==> src/rtl/adder_serial_driver_if.sv <==
`default_nettype none
// ---------------------------------------------------------------------------
// adder_serial_driver_if
// Operand/result handshakes and bit-serial adder link for adder_serial_driver.
// Revision: 1.0
// ---------------------------------------------------------------------------
interface adder_serial_driver_if #(
  parameter int WIDTH = 8
);
  logic             in_valid;
  logic             in_ready;
  logic [WIDTH-1:0] in_a;
  logic [WIDTH-1:0] in_b;
  logic             ser_clr;
  logic             ser_a;
  logic             ser_b;
  logic             ser_o;
  logic             out_valid;
  logic             out_ready;
  logic [WIDTH:0]   out_sum;

  modport master (
    input  in_valid, in_a, in_b, ser_o, out_ready,
    output in_ready, ser_clr, ser_a, ser_b, out_valid, out_sum
  );

  modport slave (
    output in_valid, in_a, in_b, ser_o, out_ready,
    input  in_ready, ser_clr, ser_a, ser_b, out_valid, out_sum
  );
endinterface
`default_nettype wire

==> src/rtl/adder_serial_driver.sv <==
`default_nettype none
// ---------------------------------------------------------------------------
// adder_serial_driver
// Shifts two parallel operands LSB-first into a bit-serial adder and
// reassembles the (WIDTH+1)-bit sum, carry-out included.
// Revision: 1.0
// ---------------------------------------------------------------------------
module adder_serial_driver #(
  parameter int WIDTH   = 8,
  parameter int ADD_LAT = 0
) (
  input  logic                  CLK,
  input  logic                  RST,
  adder_serial_driver_if.master bus
);
  localparam int CW = $clog2(WIDTH + 2);
  localparam logic [CW-1:0] c_last = CW'(WIDTH);
  localparam logic [CW-1:0] c_one  = CW'(1);

  typedef enum logic [2:0] {
    S_IDLE  = 3'd0,
    S_CLR   = 3'd1,
    S_SHIFT = 3'd2,
    S_DRAIN = 3'd3,
    S_DONE  = 3'd4
  } state_t;

  state_t         r_state;
  logic [WIDTH:0] r_sha;
  logic [WIDTH:0] r_shb;
  logic [WIDTH:0] r_sum;
  logic [CW-1:0]  r_tx;
  logic [CW-1:0]  r_rx;
  logic           r_ser_a;
  logic           r_ser_b;
  logic           r_out_valid;
  logic           w_cap;

  assign bus.in_ready  = (r_state == S_IDLE) && !RST;
  assign bus.ser_clr   = (r_state == S_CLR) || RST;
  assign bus.ser_a     = r_ser_a;
  assign bus.ser_b     = r_ser_b;
  assign bus.out_valid = r_out_valid;
  assign bus.out_sum   = r_sum;

  // w_cap marks the cycle in which SER_O carries the sum of a bit pair
  // driven ADD_LAT cycles earlier.
  generate
    if (ADD_LAT == 0) begin : g_lat0
      assign w_cap = (r_state == S_SHIFT);
    end else begin : g_latn
      logic [ADD_LAT-1:0] r_vp;
      always_ff @(posedge CLK) begin
        if (RST) begin
          r_vp <= '0;
        end else begin
          r_vp[0] <= (r_state == S_SHIFT);
          for (int i = 1; i < ADD_LAT; i++) begin
            r_vp[i] <= r_vp[i-1];
          end
        end
      end
      assign w_cap = r_vp[ADD_LAT-1];
    end
  endgenerate

  always_ff @(posedge CLK) begin
    if (RST) begin
      r_state     <= S_IDLE;
      r_sha       <= '0;
      r_shb       <= '0;
      r_sum       <= '0;
      r_tx        <= '0;
      r_rx        <= '0;
      r_ser_a     <= 1'b0;
      r_ser_b     <= 1'b0;
      r_out_valid <= 1'b0;
    end else begin
      if (w_cap) begin
        r_sum <= {bus.ser_o, r_sum[WIDTH:1]};
        r_rx  <= r_rx + c_one;
      end
      case (r_state)
        S_IDLE: begin
          if (bus.in_valid) begin
            r_sha   <= {1'b0, bus.in_a};
            r_shb   <= {1'b0, bus.in_b};
            r_state <= S_CLR;
          end
        end
        S_CLR: begin
          r_ser_a <= r_sha[0];
          r_ser_b <= r_shb[0];
          r_sha   <= r_sha >> 1;
          r_shb   <= r_shb >> 1;
          r_tx    <= '0;
          r_rx    <= '0;
          r_state <= S_SHIFT;
        end
        S_SHIFT: begin
          if (r_tx == c_last) begin
            r_ser_a <= 1'b0;
            r_ser_b <= 1'b0;
            if (ADD_LAT == 0) begin
              r_out_valid <= 1'b1;
              r_state     <= S_DONE;
            end else begin
              r_state <= S_DRAIN;
            end
          end else begin
            r_ser_a <= r_sha[0];
            r_ser_b <= r_shb[0];
            r_sha   <= r_sha >> 1;
            r_shb   <= r_shb >> 1;
            r_tx    <= r_tx + c_one;
          end
        end
        S_DRAIN: begin
          if (w_cap && (r_rx == c_last)) begin
            r_out_valid <= 1'b1;
            r_state     <= S_DONE;
          end
        end
        S_DONE: begin
          if (bus.out_ready) begin
            r_out_valid <= 1'b0;
            r_state     <= S_IDLE;
          end
        end
        default: r_state <= S_IDLE;
      endcase
    end
  end
endmodule
`default_nettype wire

==> src/flat_wrapper.sv <==
// flat-port wrapper written by rule: the top's interface ports become plain ports
module adder_serial_driver_flat 
#(
  parameter int WIDTH   = 8,
  parameter int ADD_LAT = 0
)
  (CLK, RST, bus_in_valid, bus_in_a, bus_in_b, bus_ser_o, bus_out_ready, bus_in_ready, bus_ser_clr, bus_ser_a, bus_ser_b, bus_out_valid, bus_out_sum);
  adder_serial_driver_if #(.WIDTH(WIDTH)) bus_i ();
  input  logic CLK;
  input  logic RST;
  input wire logic [$bits(bus_i.in_valid)-1:0] bus_in_valid;
  input wire logic [$bits(bus_i.in_a)-1:0] bus_in_a;
  input wire logic [$bits(bus_i.in_b)-1:0] bus_in_b;
  input wire logic [$bits(bus_i.ser_o)-1:0] bus_ser_o;
  input wire logic [$bits(bus_i.out_ready)-1:0] bus_out_ready;
  output wire logic [$bits(bus_i.in_ready)-1:0] bus_in_ready;
  output wire logic [$bits(bus_i.ser_clr)-1:0] bus_ser_clr;
  output wire logic [$bits(bus_i.ser_a)-1:0] bus_ser_a;
  output wire logic [$bits(bus_i.ser_b)-1:0] bus_ser_b;
  output wire logic [$bits(bus_i.out_valid)-1:0] bus_out_valid;
  output wire logic [$bits(bus_i.out_sum)-1:0] bus_out_sum;
  assign bus_i.in_valid = bus_in_valid;
  assign bus_i.in_a = bus_in_a;
  assign bus_i.in_b = bus_in_b;
  assign bus_i.ser_o = bus_ser_o;
  assign bus_i.out_ready = bus_out_ready;
  assign bus_in_ready = bus_i.in_ready;
  assign bus_ser_clr = bus_i.ser_clr;
  assign bus_ser_a = bus_i.ser_a;
  assign bus_ser_b = bus_i.ser_b;
  assign bus_out_valid = bus_i.out_valid;
  assign bus_out_sum = bus_i.out_sum;
  adder_serial_driver #(.WIDTH(WIDTH), .ADD_LAT(ADD_LAT)) u_core (.CLK(CLK), .RST(RST), .bus(bus_i));
endmodule
==> config.mk <==
export PLATFORM = sky130hd
export DESIGN_NAME = adder_serial_driver_flat
export DESIGN_NICKNAME = d
export VERILOG_FILES = /design/src/rtl/adder_serial_driver_if.sv /design/src/rtl/adder_serial_driver.sv /design/src/flat_wrapper.sv
export SDC_FILE = /design/constraint.sdc
export NUM_CORES = 1
export LEC_CHECK = 0
export CAP_MARGIN = 20
export CORE_UTILIZATION = 50
export DETAILED_ROUTE_END_ITERATION = 16
export HOLD_SLACK_MARGIN = 0.03
export PLACE_DENSITY = 0.78
export SYNTH_ARGS = -nofsm -noshare
export SYNTH_HDL_FRONTEND = slang
export SYNTH_SLANG_ARGS = --single-unit
==> constraint.sdc <==
create_clock -name CLK -period 2.03 [get_ports CLK]
set_input_delay 0.5075 -clock CLK [delete_from_list [all_inputs] [get_ports CLK]]
set_output_delay 0.5075 -clock CLK [all_outputs]
set_load 0.005 [all_outputs]
==> results by group <==
Outcome
  – Run status: completed

Cells and area
  – Most frequent cells in the layout: 53 x nand2_1, 34 x dfxtp_1, 32 x clkdlybuf4s50_1
  – Final core occ: 0.682
  – N_diodes: 0
  – Final #Nets: approximately 250
  – Leading cell type in the layout, fill and taps excluded: nand2_1
  – Share of layout cells above drive strength 1: 0.214
  – P&R area growth vs syn: 27.0%

Routing
  – DR WL/cell: approximately 13 um
  – Drt total wl: between 3000 and 4000 um
  – Antenna viol nets, final: 0
  – DRT Pass-1 Iters: 4
  – Initial DRC count: 77
  – Via density: about 5.3
  – Total number of vias: approximately 1400
  – DRC Markers: 0

STA
  – Least-Margin Pin Slew: about 0.44 ns
  – Setup Skew: around 0.0097 ns
  – Min Hold Slack: 0.466 ns
  – Final Hold Viols: 0
  – Max-slew headroom: 0.708
  – Tmin final: ~1.9 ns
  – Setup total negative slack: 0 ns
  – Unrepaired setup endpoints after global routing: false
  – Slew Limit Fails: 0
  – Endpoints failing setup: 0
  – Final worst-path cycle share: 0.941
  – Max Freq: 0.523 GHz

Yosys
  – Synthesized area per cell: slightly below 9 um2
  – Sequential share of the synthesized area: 0.421
  – Mapped Cells: about 190
  – Post-synth ARST share: 0
  – Number of synthesized register bits: 35
  – Netlist Area Pre-Place: between 1500 and 2000 um2
  – Syn nets: 212
  – Prevailing post-synth register cell: dfxtp_1
  – EDFF count, synth: 0
  – Yosys cell types: 29
  – Ys Warns: 0

Power
  – Leak pwr: around 0.75 nW
  – Psw: approximately 0.44 mW
  – Int Pwr: around 1.1 mW
  – Flop pwr share: 0.502
  – PwrDens: roughly 720 nW/um2
  – Worst VDD drop: 0.408 mV
  – Combinational share of power: 0.216
  – Clock share of power: 0.282
  – Switching part of the total: 0.286

Global routing
  – First-pass GRT wire length: around 5700 um
  – Vias in the first global route: 1382
  – Met2 GRT Util: 0.375
  – Grt peak-use layer: met2
  – M1 GR Usage: 0.243
  – GRT Overall Usage: 0.214
  – GR Overflow Total: 0
  – GR Layer Usage met3: 0.0563
  – Initial antenna violation count: 0
  – Largest net degree at the start of global routing: 33

Clock tree
  – Post-CTS Hold Fix Bufs: 0
  – Root Driver: clkbuf_4
  – # H-tree levels: 2
  – Clock Path Buffers: 2
  – TritonCTS clock tree: done
  – CTS Buf Count: 5
  – Later-pin clock latency in the skew report: 0.33 ns
  – Sink Count: 35
  – Clk slew on worst S/H paths: between 0.1 and 0.15 ns

Setup path
  – Crit path capture type: primary output
  – Reg2reg setup slack: 0.18 ns
  – Crit path buffers/inverters: 1
  – CP required: approximately 1.5 ns
  – Critical Path AT: 1.40 ns
  – Startpoint types: flip-flop
  – Crit Path Class: reg2out
  – Max incr delay on CP: approximately 0.50 ns
  – Crit-path max FO: 6
  – Crit-path cells: nor2_1 > a21o_1 > clkdlybuf4s50_1
  – Critical R2R Capture: u_core.r_shb[5]$_SDFFE_PP0P_
  – R2R cell count: 7
  – Worst path slowest cell: clkdlybuf4s50_1
  – Worst reg2reg path startpoint: u_core.r_tx[0]$_SDFFE_PP0P_
  – Cell family with most CP delay: buffers and inverters

Die
  – Die W: roughly 60 um
  – Die ar.: 3570 um2
  – DIE HEIGHT: about 60 um
  – Core Area: 3100 um2
  – Starting density of the core: 0.537
  – IO Count: 35
  – Row count: 20

Placement
  – Post-DP HPWL: 2370 um
  – Placer Congestion: between 0.7 and 0.8
  – Buffers added on ports: 34

Worst hold path
  – Hold Startpoint: u_core.bus.out_valid$_SDFFE_PP0P_
  – Hold Path Sink: u_core.bus.out_valid$_SDFFE_PP0P_
  – Hold Crit Class: reg2reg
  – Hold path depth: 2

Run
  – Maxcap violations: 0
[synth_stat cells, types with 2 or more instances]
master	count	area (um2)
a21o_1	3	22.5
inv_1	2	7.51
buf_2	4	20.0
buf_6	2	22.5
nand3b_1	2	15.0
clkbuf_1	4	15.0
nand2_1	53	199
buf_4	4	30.0
nor2_1	11	41.3
nor3_1	2	10.0
dfxtp_1	35	701
a21oi_1	18	90.1
nand3_1	6	30.0
a311oi_2	15	225
nand2b_1	2	12.5
a211oi_1	2	15.0
ha_1	2	25.0
nor2_2	11	68.8
[repair_timing]
| action | in CTS | in global routing |
|---|---|---|
| resized for setup | 3 | 1 |
| setup endpoints to repair | 2 | 1 |
| buffers inserted | 0 | 0 |
| pin swaps | 0 | 0 |
[logic make-up (layout without fill, tap and decap cells)]
kind of cell	after synthesis	in the layout	synth area share
and+or+nand+nor	94	94	0.268
buffers and inverters	17	52	0.0594
adders and majority gates	2	2	0.0150
AOI/OAI and AO/OA	40	40	0.227
xor gates and xnor gates	1	1	0.00977
DFF	35	35	0.421
[per-layer routing]
layer	share of wire	routed length [um]
met2	0.50	1710
met5	0	0
met4	0.016	55
met3	0.041	141
met1	0.44	1500
[through the flow]
| step | worst slack (ns) | total power, mW | instance area (um2) | cells |
|---|---|---|---|---|
| 2_1_floorplan | 0.269 | 1.02 | 1670 | 189 |
| 3_3_place_gp | -0.149 | 1.10 | 2040 | 260 |
| 3_5_place_dp | -0.240 | 1.12 | 2040 | 260 |
| 4_1_cts | 0.0392 | 1.54 | 2110 | 268 |
| 5_1_grt | 0.0591 | 1.61 | 2120 | 268 |
| 6_report | 0.119 | 1.53 | 2120 | 268 |
[worst max path at each step]
| stage | to | slack (ns) | start | depth (start not counted) |
|---|---|---|---|---|
| after global routing | bus_ser_clr | 0.06 | u_core.r_state[2]$_SDFFE_PP0P_ | 3 |
| after detailed placement | bus_in_ready | -0.24 | RST | 3 |
| after CTS | bus_ser_clr | 0.04 | u_core.r_state[2]$_SDFFE_PP0P_ | 3 |
| after global placement | bus_in_ready | -0.15 | RST | 3 |
| after floorplan | bus_in_ready | 0.27 | RST | 3 |
| final | bus_ser_clr | 0.12 | u_core.r_state[2]$_SDFFE_PP0P_ | 3 |
[final cells by class]
type / count / area, um2
multi-input cells: 137 / 872
inverters: 2 / 7.51
well taps: 44 / 55.1
flip-flops and latches: 35 / 702
clock buffers: 8 / 68.8
fillers: 262 / 987
repair buffers: 42 / 410
[sequential cells by signal, indices dropped and copies added (netlist names)]
| register | cells |
|---|---|
| u_core.bus.ser_b | 1 |
| u_core.r_state | 3 |
| u_core.r_tx | 4 |
| u_core.r_shb | 8 |
| u_core.bus.out_valid | 1 |
| u_core.bus.ser_a | 1 |
| u_core.r_sha | 8 |
| u_core.bus.out_sum | 9 |
[power groups by stage]
stage	clock network, mW	logic (mW)	registers (mW)
floorplan	0	0.244	0.774
detailed placement	0	0.333	0.782
finish	0.431	0.330	0.768
global route	0.473	0.362	0.774
global placement	0	0.320	0.779
CTS	0.437	0.334	0.768
[worst register-to-register path: stages (launching register included)]
cell and delay (ns):
dfxtp_1 0.43, inv_1 0.07, ha_1 0.19, and3b_4 0.20
a211oi_4 0.27, buf_12 0.24, nor2_2 0.07, a311oi_2 0.28
No activity file was read; power rests on OpenSTA's default activity.
